==> config.mk <==
export PLATFORM = sky130hd
export DESIGN_NAME = collision_stage_sequencer
export DESIGN_NICKNAME = d
export VERILOG_FILES = /design/src/rtl/stage_pkg.sv /design/src/rtl/hit_qualifier.sv /design/src/rtl/collision_stage_sequencer.sv
export SDC_FILE = /design/constraint.sdc
export NUM_CORES = 1
export LEC_CHECK = 0
export ABC_CLOCK_PERIOD_IN_PS = 2300
export CAP_MARGIN = 20
export CORE_MARGIN = 2
export CORE_UTILIZATION = 55
export CTS_CLUSTER_DIAMETER = 200
export CTS_CLUSTER_SIZE = 8
export DETAILED_ROUTE_END_ITERATION = 10
export PLACE_DENSITY_LB_ADDON = 0.25
export SYNTH_ARGS = -nofsm -noshare
export SYNTH_HDL_FRONTEND = slang
export SYNTH_SLANG_ARGS = --single-unit
==> constraint.sdc <==
create_clock -name clk_25MHz -period 2.3 [get_ports clk_25MHz]
set_input_delay 0.46 -clock clk_25MHz [delete_from_list [all_inputs] [get_ports clk_25MHz]]
set_output_delay 0.46 -clock clk_25MHz [all_outputs]
set_load 0.03 [all_outputs]
==> src/rtl/stage_pkg.sv <==
// Shared types and constants for the collision stage sequencer.
// The state enum, the stage codes seen by the renderers and the default frame counts.
package stage_pkg;

    typedef enum logic [2:0] {
        S_START = 3'd0,
        S_ST1   = 3'd1,
        S_ST2   = 3'd2,
        S_ST3   = 3'd3,
        S_END   = 3'd4,
        S_COOL  = 3'd5,
        S_DONE  = 3'd6
    } stage_state_t;

    localparam logic [2:0] STG_START = 3'd0;
    localparam logic [2:0] STG_ST1   = 3'd1;
    localparam logic [2:0] STG_ST2   = 3'd2;
    localparam logic [2:0] STG_ST3   = 3'd3;
    localparam logic [2:0] STG_END   = 3'd4;
    localparam logic [2:0] STG_DONE  = 3'd5;

    localparam int DEF_PIX_THRESH      = 50;
    localparam int DEF_CONFIRM_FRAMES  = 3;
    localparam int DEF_COOLDOWN_FRAMES = 30;
    localparam int DEF_TIMEOUT_FRAMES  = 1800;

    // Stage code shown while sitting in a given state (S_COOL is handled by the caller).
    function automatic logic [2:0] state_code(stage_state_t s);
        case (s)
            S_START: return STG_START;
            S_ST1:   return STG_ST1;
            S_ST2:   return STG_ST2;
            S_ST3:   return STG_ST3;
            S_END:   return STG_END;
            S_DONE:  return STG_DONE;
            default: return STG_START;
        endcase
    endfunction

    // State to enter when a cooldown finishes with a given pending stage code.
    function automatic stage_state_t code_to_state(logic [2:0] c);
        case (c)
            STG_ST1: return S_ST1;
            STG_ST2: return S_ST2;
            STG_ST3: return S_ST3;
            STG_END: return S_END;
            default: return S_START;
        endcase
    endfunction

endpackage

==> src/rtl/hit_qualifier.sv <==
// Frame-level qualification of a raw per-pixel collision flag.
// A frame is a hit when at least PIX_THRESH flagged pixels were seen; confirmed
// is raised combinationally in the frame_tick cycle that completes the run of
// CONFIRM_FRAMES consecutive hits.
module hit_qualifier
    import stage_pkg::*;
#(
    parameter int PIX_THRESH     = DEF_PIX_THRESH,
    parameter int CONFIRM_FRAMES = DEF_CONFIRM_FRAMES
) (
    input  logic clk_25MHz,
    input  logic reset,
    input  logic flag,
    input  logic frame_tick,
    input  logic clr,
    output logic confirmed
);

    localparam int PW = $clog2(PIX_THRESH + 1);
    localparam int HW = $clog2(CONFIRM_FRAMES + 1);

    logic [PW-1:0] pix_cnt;
    logic [HW-1:0] hit_cnt;
    logic          frame_hit;

    assign frame_hit = (pix_cnt == PW'(PIX_THRESH));
    assign confirmed = frame_tick && frame_hit && (hit_cnt >= HW'(CONFIRM_FRAMES - 1));

    // Saturating pixel count per frame and consecutive-hit run length; a flag
    // coincident with the tick seeds the next frame's count.
    always_ff @(posedge clk_25MHz or posedge reset) begin
        if (reset) begin
            pix_cnt <= '0;
            hit_cnt <= '0;
        end else if (clr) begin
            pix_cnt <= '0;
            hit_cnt <= '0;
        end else if (frame_tick) begin
            if (!frame_hit) begin
                hit_cnt <= '0;
            end else if (hit_cnt != HW'(CONFIRM_FRAMES)) begin
                hit_cnt <= hit_cnt + HW'(1);
            end
            pix_cnt <= PW'(flag);
        end else if (flag && !frame_hit) begin
            pix_cnt <= pix_cnt + PW'(1);
        end
    end

endmodule

==> src/rtl/collision_stage_sequencer.sv <==
// Game-flow sequencer for the VGA collision detector: enables one target at a
// time, advances the stage on a confirmed hit and inserts a cooldown between stages.
// Optional STAGE_TIMEOUT_EN: stages 1-3 give up after TIMEOUT_FRAMES frames and
// fall back to START through a cooldown.
//
// state   | meaning
// S_START | start target enabled, waiting for confirmation
// S_ST1   | stage 1 target enabled
// S_ST2   | stage 2 target enabled
// S_ST3   | stage 3 target enabled
// S_END   | ending target enabled
// S_COOL  | all targets disabled, counting frames before next_stage
// S_DONE  | game finished, waiting for restart
module collision_stage_sequencer
    import stage_pkg::*;
#(
    parameter int PIX_THRESH      = DEF_PIX_THRESH,
    parameter int CONFIRM_FRAMES  = DEF_CONFIRM_FRAMES,
    parameter int COOLDOWN_FRAMES = DEF_COOLDOWN_FRAMES,
    parameter int TIMEOUT_FRAMES  = DEF_TIMEOUT_FRAMES
) (
    input  logic       clk_25MHz,
    input  logic       reset,
    input  logic       frame_tick,
    input  logic       restart,
    input  logic       collision_detected,
    input  logic       collision_detected1,
    input  logic       collision_detected2,
    input  logic       collision_detected3,
    input  logic       collision_detected_ending,
    output logic       collision_en_start,
    output logic       collision_en1,
    output logic       collision_en2,
    output logic       collision_en3,
    output logic       collision_en_ending,
    output logic [2:0] stage,
    output logic       stage_adv,
    output logic       game_done,
    output logic       timeout
);

    localparam int CW = $clog2(COOLDOWN_FRAMES + 1);

    stage_state_t  state_q, state_nxt;
    logic [2:0]    next_stage_q, next_stage_nxt;
    logic [2:0]    stage_q, stage_nxt;
    logic          stage_adv_q;
    logic [4:0]    en_q, en_nxt;
    logic [CW-1:0] cool_cnt_q;
    logic          flag_sel;
    logic          confirmed;
    logic          qual_clr;
    logic          to_fire;
    logic          timed_stage;

    assign timed_stage = (state_q == S_ST1) || (state_q == S_ST2) || (state_q == S_ST3);

    // Only the flag of the currently enabled target reaches the qualifier.
    assign flag_sel = |({collision_detected_ending, collision_detected3, collision_detected2,
                         collision_detected1, collision_detected} & en_q);

    // Counters restart on every state change and stay clear outside the playing states.
    assign qual_clr = (state_nxt != state_q) || (state_q == S_COOL) || (state_q == S_DONE);

    hit_qualifier #(
        .PIX_THRESH     (PIX_THRESH),
        .CONFIRM_FRAMES (CONFIRM_FRAMES)
    ) u_hit_qualifier (
        .clk_25MHz  (clk_25MHz),
        .reset      (reset),
        .flag       (flag_sel),
        .frame_tick (frame_tick),
        .clr        (qual_clr),
        .confirmed  (confirmed)
    );

`ifdef STAGE_TIMEOUT_EN
    localparam int TW = $clog2(TIMEOUT_FRAMES + 1);
    logic [TW-1:0] to_cnt_q;
    logic          timeout_q;

    assign to_fire = timed_stage && frame_tick && (to_cnt_q == TW'(1));
    assign timeout = timeout_q;

    // Frames remaining in the current timed stage; reloaded whenever not in one.
    always_ff @(posedge clk_25MHz or posedge reset) begin
        if (reset) begin
            to_cnt_q <= TW'(TIMEOUT_FRAMES);
        end else if (!timed_stage) begin
            to_cnt_q <= TW'(TIMEOUT_FRAMES);
        end else if (frame_tick && to_cnt_q != '0) begin
            to_cnt_q <= to_cnt_q - TW'(1);
        end
    end

    // Single-cycle timeout pulse; a confirmation in the same tick suppresses it.
    always_ff @(posedge clk_25MHz or posedge reset) begin
        if (reset) begin
            timeout_q <= 1'b0;
        end else begin
            timeout_q <= to_fire && !confirmed;
        end
    end
`else
    logic [31:0] unused_timeout_frames;
    assign unused_timeout_frames = TIMEOUT_FRAMES;
    assign to_fire = 1'b0;
    assign timeout = 1'b0;
`endif

    // Cooldown frames remaining; reloaded whenever not cooling down.
    always_ff @(posedge clk_25MHz or posedge reset) begin
        if (reset) begin
            cool_cnt_q <= CW'(COOLDOWN_FRAMES);
        end else if (state_q != S_COOL) begin
            cool_cnt_q <= CW'(COOLDOWN_FRAMES);
        end else if (frame_tick && cool_cnt_q != '0) begin
            cool_cnt_q <= cool_cnt_q - CW'(1);
        end
    end

    // Next state, pending stage, displayed stage code and target enables.
    always_comb begin
        state_nxt      = state_q;
        next_stage_nxt = next_stage_q;
        case (state_q)
            S_START, S_ST1, S_ST2, S_ST3: begin
                if (confirmed) begin
                    state_nxt      = S_COOL;
                    next_stage_nxt = state_code(state_q) + 3'd1;
                end else if (to_fire) begin
                    state_nxt      = S_COOL;
                    next_stage_nxt = STG_START;
                end
            end
            S_END: begin
                if (confirmed) begin
                    state_nxt = S_DONE;
                end
            end
            S_COOL: begin
                if (frame_tick && cool_cnt_q == CW'(1)) begin
                    state_nxt = code_to_state(next_stage_q);
                end
            end
            S_DONE: begin
                if (restart) begin
                    state_nxt = S_START;
                end
            end
            default: state_nxt = S_START;
        endcase

        // During cooldown the renderer already shows the upcoming scene.
        stage_nxt = (state_nxt == S_COOL) ? next_stage_nxt : state_code(state_nxt);

        en_nxt = 5'b00000;
        case (state_nxt)
            S_START: en_nxt = 5'b00001;
            S_ST1:   en_nxt = 5'b00010;
            S_ST2:   en_nxt = 5'b00100;
            S_ST3:   en_nxt = 5'b01000;
            S_END:   en_nxt = 5'b10000;
            default: en_nxt = 5'b00000;
        endcase
    end

    // State and registered outputs; stage_adv marks each change of the displayed stage.
    always_ff @(posedge clk_25MHz or posedge reset) begin
        if (reset) begin
            state_q      <= S_START;
            next_stage_q <= STG_START;
            stage_q      <= STG_START;
            stage_adv_q  <= 1'b0;
            en_q         <= 5'b00001;
        end else begin
            state_q      <= state_nxt;
            next_stage_q <= next_stage_nxt;
            stage_q      <= stage_nxt;
            stage_adv_q  <= (stage_nxt != stage_q);
            en_q         <= en_nxt;
        end
    end

    assign collision_en_start  = en_q[0];
    assign collision_en1       = en_q[1];
    assign collision_en2       = en_q[2];
    assign collision_en3       = en_q[3];
    assign collision_en_ending = en_q[4];
    assign stage               = stage_q;
    assign stage_adv           = stage_adv_q;
    assign game_done           = (state_q == S_DONE);

endmodule

==> flow_metrics.tcl, run 1 <==
set metrics [dict create \
    yosys_warnings 0 \
    synthCells 166 \
    rows 19 \
    netlist.area_leader.share 0.348 \
    coreArea_sq_um 2810 \
    fin_nets 222 \
    worst_hold_slack_ps 462 \
    swShare 0.206 \
    grt.overflow.total 0 \
    synth.distinct_cells 53 \
    failed_checks "DRC" \
    synth_flop_cell "dfrtp_1" \
    cts_made_buffers 3 \
    p_switching_uw 183 \
    intPower_uw 702 \
    first_pass_iters 7 \
    grt_pass1_wl_microns 5920 \
    hold_viol 0 \
    path_class "in2reg" \
    clock-root-buffer "clkbuf_4" \
    cts_tree "done" \
    vias_per_cell 5.91 \
    status "finished with violations" \
    setup_tns_ps 0 \
    synth_top_cell_by_area "dfrtp_1" \
    drive_above_1_share 0.255 \
    max_cap_violations 0 \
    cts_max_path_buffers 2 \
    p_comb_frac 0.067 \
    ant_nets 0 \
    post-route-period-util 0.968 \
    vias 1388 \
    p_leak_nw 0.957 \
    chipHeight_microns 58.9 \
    path_max_fanout 5 \
    power_uw 885 \
    io_pins 20 \
    routedWlPerCell_microns 15.4 \
    final_cell_mix "dfrtp_1, buf_4, clkdlybuf4s50_1" \
    antenna_found_initial 0 \
    arrival_ps 2430 \
    area_delta_synth_final_pct 28.2 \
    seq_area_frac_synth 0.427 \
    drc 1 \
    synthArstFlopShare 1.00 \
    grt_pass1_vias 1356 \
    hold_buffers 0 \
    clk_latency_ps 330 \
    synth-seq-cells 28 \
    cp-end-kind "flop" \
    gp_congestion 0.891 \
    hold_class "in2async" \
    instances_no_fill 235 \
    slew_viol_final 0 \
    die_w_microns 58.9 \
    cp_data_required_time_ps 2510 \
    drt_iter0_drc 76 \
    power_density_nw_per_um2 417 \
    path_clk_slew_ps 150 \
    avgSynthCellArea_sq_um 9.97 \
    grt_max_degree 29 \
    grtUsageTotal 0.223 \
    ir_drop_uv 308 \
    syn_nets 183 \
    synth.area.top_cells "dfrtp_1, dfstp_2, ha_1, nand2_1, nor2_1" \
    worstSetupStartpointType "primary input" \
    p_seq_frac 0.568 \
    place.port_buffers 18 \
    syn_area_sq_um 1660 \
    period_needed_ps 2230 \
    fmax_mhz 449 \
    pwr-share-clk 0.365 \
    dp_hpwl_microns 2690 \
    synth-edff-count 0 \
    final_common_cell "dfrtp_1" \
    insertedDiodeCount 0 \
    setup_viol 0 \
    fin_skew_ps 8.00 \
    drt-total-wl_microns 3610 \
    placedCellCount 229 \
    die_area_sq_um 3460 \
    start_util 0.590 \
    h-tree-depth 1 \
    clock_sinks 28 \
]
-- per-stage QoR --
stage | util | worst slack [ps] | instance area [sq um]
after global routing | 0.756 | -9.81 | 2120
after detailed placement | 0.709 | -283 | 1990
after CTS | 0.727 | 14.1 | 2040
final | 0.756 | 74.7 | 2120
after global placement | 0.709 | -120 | 1990
after floorplan | - | 79.6 | 1660
-- final timing paths --
| path | start | endpoint | slack [ps] | depth (start not counted) |
|---|---|---|---|---|
| max in group asynchronous | reset | cool_cnt_q[3] | 1530 | 3 |
| min in group clk_25MHz | cool_cnt_q[1] | cool_cnt_q[1] | 530 | 2 |
| worst min-delay path | reset | u_hit_qualifier.hit_cnt[0] | 460 | 3 |
| worst max-delay path | frame_tick | stage_adv | 70 | 8 |
| worst min register to register | cool_cnt_q[1] | cool_cnt_q[1] | 530 | 2 |
| worst max register to register | u_hit_qualifier.pix_cnt[0] | stage_adv | 100 | 9 |
-- cells in the mapped netlist, drive strengths merged, types with 2 or more instances --
master and number:
nor3 8, ha 8, a21oi 9, dfrtp 23, o21ai 3, mux2i 2
inv 11, and2 8, nand2 15, nor4 3, nand4 5, nor2 14
a211oi 2, or3 2, nand3 2, xnor2 3, buf 4, xor2 6
nor4bb 2, dfstp 5, nand2b 6
-- layout make-up --
| cell class | instances | area, sq um |
|---|---|---|
| fill | 198 | 683 |
| tap | 31 | 38.8 |
| clock buffer | 3 | 22.5 |
| sequential | 28 | 707 |
| inverter | 11 | 41.3 |
| multi-input combinational | 122 | 946 |
| timing repair buffer | 39 | 337 |
| clock inverter | 1 | 30.0 |
-- critical path: stages --
cell,delay (ps)
clkdlybuf4s50_1,580
nand4b_4,140
nor4_4,390
buf_4,220
mux2i_4,260
o31ai_4,90
xnor2_2,160
nand4_1,120
-- routing by layer --
layer  wire (microns)  vias up  GRT usage
met5                0        -          0
met3              113        9     0.0308
li1                 -      662          -
met4               91        0      0.107
met1             1560      684      0.280
met2             1850       33      0.376
-- cell families after synthesis --
group,Yosys count,share of synthesized area
multiplexers,3,0.0189
AO/OA/AOI/OAI,28,0.131
adder cells (fa/ha/maj),8,0.0605
other,1,0.00227
XOR/XNOR,9,0.0476
buffers and inverters,16,0.0423
flip-flops,28,0.427
AND/OR/NAND/NOR,73,0.271
-- what timing repair did --
action / CTS / global route
pin swaps: 0 / 2
setup endpoints to repair: 1 / 1
setup buffers: 0 / 2
gates resized for setup: 1 / 13
-- power by group through the flow --
| stage | Combinational (mW) | Sequential [mW] | Clock, mW |
|---|---|---|---|
| 2_1_floorplan | 0.0316 | 0.509 | 0 |
| 3_3_place_gp | 0.0506 | 0.510 | 0 |
| 3_5_place_dp | 0.0523 | 0.511 | 0 |
| 4_1_cts | 0.0525 | 0.502 | 0.331 |
| 5_1_grt | 0.0674 | 0.503 | 0.350 |
| 6_report | 0.0595 | 0.502 | 0.323 |
-- sequential cells by signal, indices dropped and copies added, names as in the netlist --
name,flops
u_hit_qualifier.pix_cnt,6
cool_cnt_q,5
en_q,5
next_stage_q,3
stage,3
state_q,3
u_hit_qualifier.hit_cnt,2
stage_adv,1
(Power assumes the default switching activity.)
==> inputs of run 2 (changes only) <==
CORE_MARGIN = 1   (was 2)
==> flow_metrics.tcl, run 2 (synthesis gave the netlist of run 1 again) <==
set metrics [dict create \
    status "finished with violations" \
    failed_checks "DRC" \
    max_cap_violations 0 \
    period_needed_ps 2170 \
    post-route-period-util 0.942 \
    drc 3 \
    chipHeight_microns 56.9 \
    grt_pass1_vias 1344 \
    intPower_uw 697 \
    regMostFlops "u_hit_qualifier.pix_cnt" \
    p_comb_frac 0.059 \
    swShare 0.205 \
    rows 19 \
    final_common_cell "dfrtp_1" \
    drive_above_1_share 0.236 \
    start_util 0.590 \
    antenna_found_initial 0 \
    cts_max_path_buffers 2 \
    grt.overflow.total 0 \
    grt_max_degree 29 \
    io_pins 20 \
    path_max_fanout 3 \
    insertedDiodeCount 0 \
    cp-end-kind "flop" \
    p_switching_uw 180 \
    final_cell_mix "dfrtp_1, buf_4, clkdlybuf4s50_1" \
    fin_skew_ps 7.73 \
    drt_iter0_drc 42 \
    cts_tree "done" \
    power_uw 877 \
    drt-total-wl_microns 3480 \
    placedCellCount 230 \
    placed_area_sq_um 2000 \
    p_leak_nw 0.950 \
    coreArea_sq_um 2810 \
    clock-root-buffer "clkbuf_4" \
    die_w_microns 56.9 \
    first_pass_iters 7 \
    path_clk_slew_ps 150 \
    vias_per_cell 5.73 \
    dp_hpwl_microns 2750 \
    top_regs "u_hit_qualifier.pix_cnt x6, cool_cnt_q x5, en_q x5" \
    area_delta_synth_final_pct 24.9 \
    setup_viol 0 \
    power_density_nw_per_um2 424 \
    largest_reg_flops 6 \
    grtUsageTotal 0.240 \
    hold_class "in2async" \
    pwr-share-clk 0.368 \
    arrival_ps 2390 \
    final_cell_area_sq_um 2070 \
    grt_pass1_wl_microns 5980 \
    hold_buffers 0 \
    routedWlPerCell_microns 14.9 \
    die_area_sq_um 3230 \
    clk_latency_ps 330 \
    cts_made_buffers 3 \
    setup_tns_ps 0 \
    post_cts_buffers 0 \
    worstSetupStartpointType "flop" \
    gp_congestion 0.836 \
    nFillCells 203 \
    p_seq_frac 0.573 \
    vias 1340 \
    h-tree-depth 1 \
    hold_viol 0 \
    final_util 0.737 \
    fmax_mhz 462 \
    ir_drop_uv 332 \
    cp_data_required_time_ps 2520 \
    ant_nets 0 \
    path_class "reg2reg" \
    instances_no_fill 234 \
    clock_sinks 28 \
    slew_viol_final 0 \
    place.port_buffers 18 \
    fin_nets 221 \
]
[run 2: path summary, 6_finish.rpt]
| path | startpoint | end | slack [ps] | cells past startpoint |
|---|---|---|---|---|
| max | cool_cnt_q[1] | stage_adv | 130 | 9 |
| min | reset | next_stage_q[2] | 460 | 3 |
| max reg2reg | cool_cnt_q[1] | stage_adv | 130 | 9 |
| min reg2reg | cool_cnt_q[1] | cool_cnt_q[1] | 520 | 2 |
| max in group asynchronous | reset | en_q[0] | 1530 | 3 |
| min in group clk_25MHz | cool_cnt_q[1] | cool_cnt_q[1] | 520 | 2 |
[run 2: through the flow]
step / hold WS [ps] / worst slack, ps
2_1_floorplan: 486 / 79.6
3_3_place_gp: 498 / -122
3_5_place_dp: 501 / -222
4_1_cts: 475 / 14.3
5_1_grt: 531 / -9.05
6_report: 464 / 134
[run 2: per-layer routing]
| layer | track usage | up-vias | wire [microns] |
|---|---|---|---|
| li1 | - | 651 | - |
| met2 | 0.405 | 24 | 1780 |
| met5 | 0 | - | 0 |
| met4 | 0.108 | 0 | 64 |
| met3 | 0.0300 | 6 | 81 |
| met1 | 0.307 | 659 | 1550 |
[run 2: area by class of cell]
type	count	area [sq um]	share of cell area
Clock inverter	1	30.0	0.0145
Tap cell	31	38.8	0.0188
Sequential cell	28	707	0.342
Timing Repair Buffer	38	333	0.161
Clock buffer	3	22.5	0.0109
Multi-Input combinational cell	122	895	0.433
Inverter	11	41.3	0.0200
[run 2: worst max-delay path, stage by stage (launching register included)]
cell	delay, ps
dfstp_2	570
inv_1	70
ha_1	170
and2_1	180
a311oi_2	280
nor3_2	100
buf_4	170
o31ai_4	250
xnor2_1	150
nand4_1	120
[run 2: power groups by stage]
stage,clock network (mW),logic [mW],registers (mW)
after CTS,0.328,0.0530,0.502
after floorplan,0,0.0316,0.509
after detailed placement,0,0.0527,0.511
after global routing,0.345,0.0584,0.503
after global placement,0,0.0506,0.510
final,0.322,0.0521,0.502
[run 2: timing repair]
item	in CTS	in global routing
setup endpoints to repair	0	2
endpoints found under the hold margin	0	0
resized for setup	0	5
==> inputs of run 3 (changes only) <==
--- a/config.mk
+++ b/config.mk
@@ -15,2 +15,3 @@
 export PLACE_DENSITY_LB_ADDON = 0.25
+export SLEW_MARGIN = 20
 export SYNTH_ARGS = -nofsm -noshare
==> constraint.sdc (replaced) <==
create_clock -name clk_25MHz -period 2.3 [get_ports clk_25MHz]
set_input_delay 0.69 -clock clk_25MHz [delete_from_list [all_inputs] [get_ports clk_25MHz]]
set_output_delay 0.69 -clock clk_25MHz [all_outputs]
set_load 0.03 [all_outputs]
==> flow_metrics.tcl, run 3 (synthesis gave the netlist of run 1 again) <==
set metrics [dict create \
    grt_pass1_wl_microns 6130 \
    p_leak_nw 0.947 \
    grt_max_degree 29 \
    drt_iter0_drc 71 \
    reg2reg_to "stage_adv" \
    area_delta_synth_final_pct 26.2 \
    final_cell_area_sq_um 2090 \
    die_w_microns 56.9 \
    cpMaxStageDelayCell "clkdlybuf4s50_1" \
    ir_drop_uv 263 \
    clk_latency_ps 330 \
    p_comb_frac 0.062 \
    failed_checks "DRC" \
    fin_nets 224 \
    regMostFlops "u_hit_qualifier.pix_cnt" \
    status "finished with violations" \
    place.port_buffers 18 \
    largest_reg_flops 6 \
    fin_ws_ps 62.4 \
    swShare 0.207 \
    rows 19 \
    top_regs "u_hit_qualifier.pix_cnt x6, cool_cnt_q x5, en_q x5" \
    rrSetupSlack_ps 110 \
    cts_made_buffers 3 \
    cp_cell_sequence "clkdlybuf4s50_1" \
    hold_buffers 0 \
    post-route-period-util 0.973 \
    placed_area_sq_um 2020 \
    drive_above_1_share 0.252 \
    worstSetupStartpoint "en_q[0]" \
    fin_skew_ps 12.0 \
    endpoint "collision_en_start" \
    fmax_mhz 447 \
    grt_pass1_vias 1374 \
    hold_viol 0 \
    drc 2 \
    start_util 0.590 \
    pre_cts_ws_ps -470 \
    first_pass_iters 9 \
    worstSetupStartpointType "flop" \
    grt.overflow.total 0 \
    die_area_sq_um 3230 \
    path_max_fanout 2 \
    drt-total-wl_microns 3510 \
    slew_viol_final 0 \
    arrival_ps 1550 \
    antenna_found_initial 0 \
    cts_tree "done" \
    rsz0062_at_grt "true" \
    chipHeight_microns 56.9 \
    vias 1363 \
    pwr-share-clk 0.368 \
    crit_family "buffers and inverters" \
    routedWlPerCell_microns 14.8 \
    max_cap_violations 0 \
    ant_nets 0 \
    dp_hpwl_microns 2760 \
    nFillCells 188 \
    intPower_uw 699 \
    grtUsageTotal 0.249 \
    clock_sinks 28 \
    vias_per_cell 5.75 \
    post_cts_buffers 0 \
    worst-path-buf-inv 1 \
    path_class "reg2out" \
    cp_data_required_time_ps 1610 \
    h-tree-depth 1 \
    power_density_nw_per_um2 422 \
    p_switching_uw 183 \
    clock-root-buffer "clkbuf_4" \
    insertedDiodeCount 0 \
    gp_congestion 0.833 \
    final_cell_mix "dfrtp_1, buf_4, clkdlybuf4s50_1" \
    cpPeakStageDelay_ps 660 \
    p_seq_frac 0.570 \
    cp-end-kind "output pin" \
    cp.depth 1 \
    crit-reg2reg-launch "cool_cnt_q[1]" \
    hold_class "reg2reg" \
    cts_max_path_buffers 2 \
    io_pins 20 \
    period_needed_ps 2240 \
    setup_viol 0 \
    coreArea_sq_um 2810 \
    r2r_cells 9 \
    path_clk_slew_ps 160 \
]
-- run 3: changes by cell type in the layout (fill, tap and decap cells not counted), sizes merged --
cell / before / now
clkbuf: 3 / 4
dlygate4sd2: 0 / 1
clkdlybuf4s50: 17 / 16
buf: 20 / 23
dlymetal6s2s: 1 / 0
-- run 3: metal layers --
metal  up-vias  GRT usage  share of wire
li1        664          -              -
met2        33      0.412           0.50
met1       658      0.323           0.44
met3         8     0.0507          0.038
met4         0     0.0906          0.023
met5         -          0              0
-- run 3: worst min-delay path by stage --
stage	end	slack, ps	from	cells after the start
after floorplan	cool_cnt_q[1]	490	cool_cnt_q[1]	2
after global placement	cool_cnt_q[1]	500	cool_cnt_q[1]	2
after detailed placement	cool_cnt_q[1]	530	cool_cnt_q[1]	2
after CTS	cool_cnt_q[1]	550	cool_cnt_q[1]	2
after global routing	cool_cnt_q[1]	580	cool_cnt_q[1]	2
final	cool_cnt_q[1]	540	cool_cnt_q[1]	2
-- run 3: repair_timing --
action,CTS,global route
pin swaps,1,1
resized for setup,4,5
setup endpoints to repair,2,2
endpoints found under the hold margin,0,0
-- run 3: through the flow --
| stage | cells | power (mW) | TNS [ps] | hold WS, ps | util |
|---|---|---|---|---|---|
| after global routing | 237 | 0.909 | -2.20 | 584 | 0.745 |
| after global placement | 233 | 0.563 | -2310 | 498 | 0.719 |
| after floorplan | 166 | 0.541 | 0 | 486 | - |
| after detailed placement | 233 | 0.566 | -2820 | 533 | 0.719 |
| final | 237 | 0.882 | 0 | 544 | 0.745 |
| after CTS | 237 | 0.883 | 0 | 555 | 0.742 |
-- run 3: power groups by stage --
| stage | clock, mW | combinational, mW | sequential, mW |
|---|---|---|---|
| after floorplan | 0 | 0.0316 | 0.509 |
| after global placement | 0 | 0.0532 | 0.510 |
| after detailed placement | 0 | 0.0554 | 0.511 |
| after CTS | 0.326 | 0.0550 | 0.502 |
| after global routing | 0.345 | 0.0615 | 0.503 |
| final | 0.325 | 0.0545 | 0.502 |
-- run 3: area by class of cell --
cell class                 count  area [sq um]  share of cell area
clock inverter                 1          30.0              0.0144
clock buffer                   3          22.5              0.0108
tap                           31          38.8              0.0186
multi-input combinational    122           903               0.432
timing repair buffer          41           347               0.166
sequential                    28           707               0.338
inverter                      11          41.3              0.0198
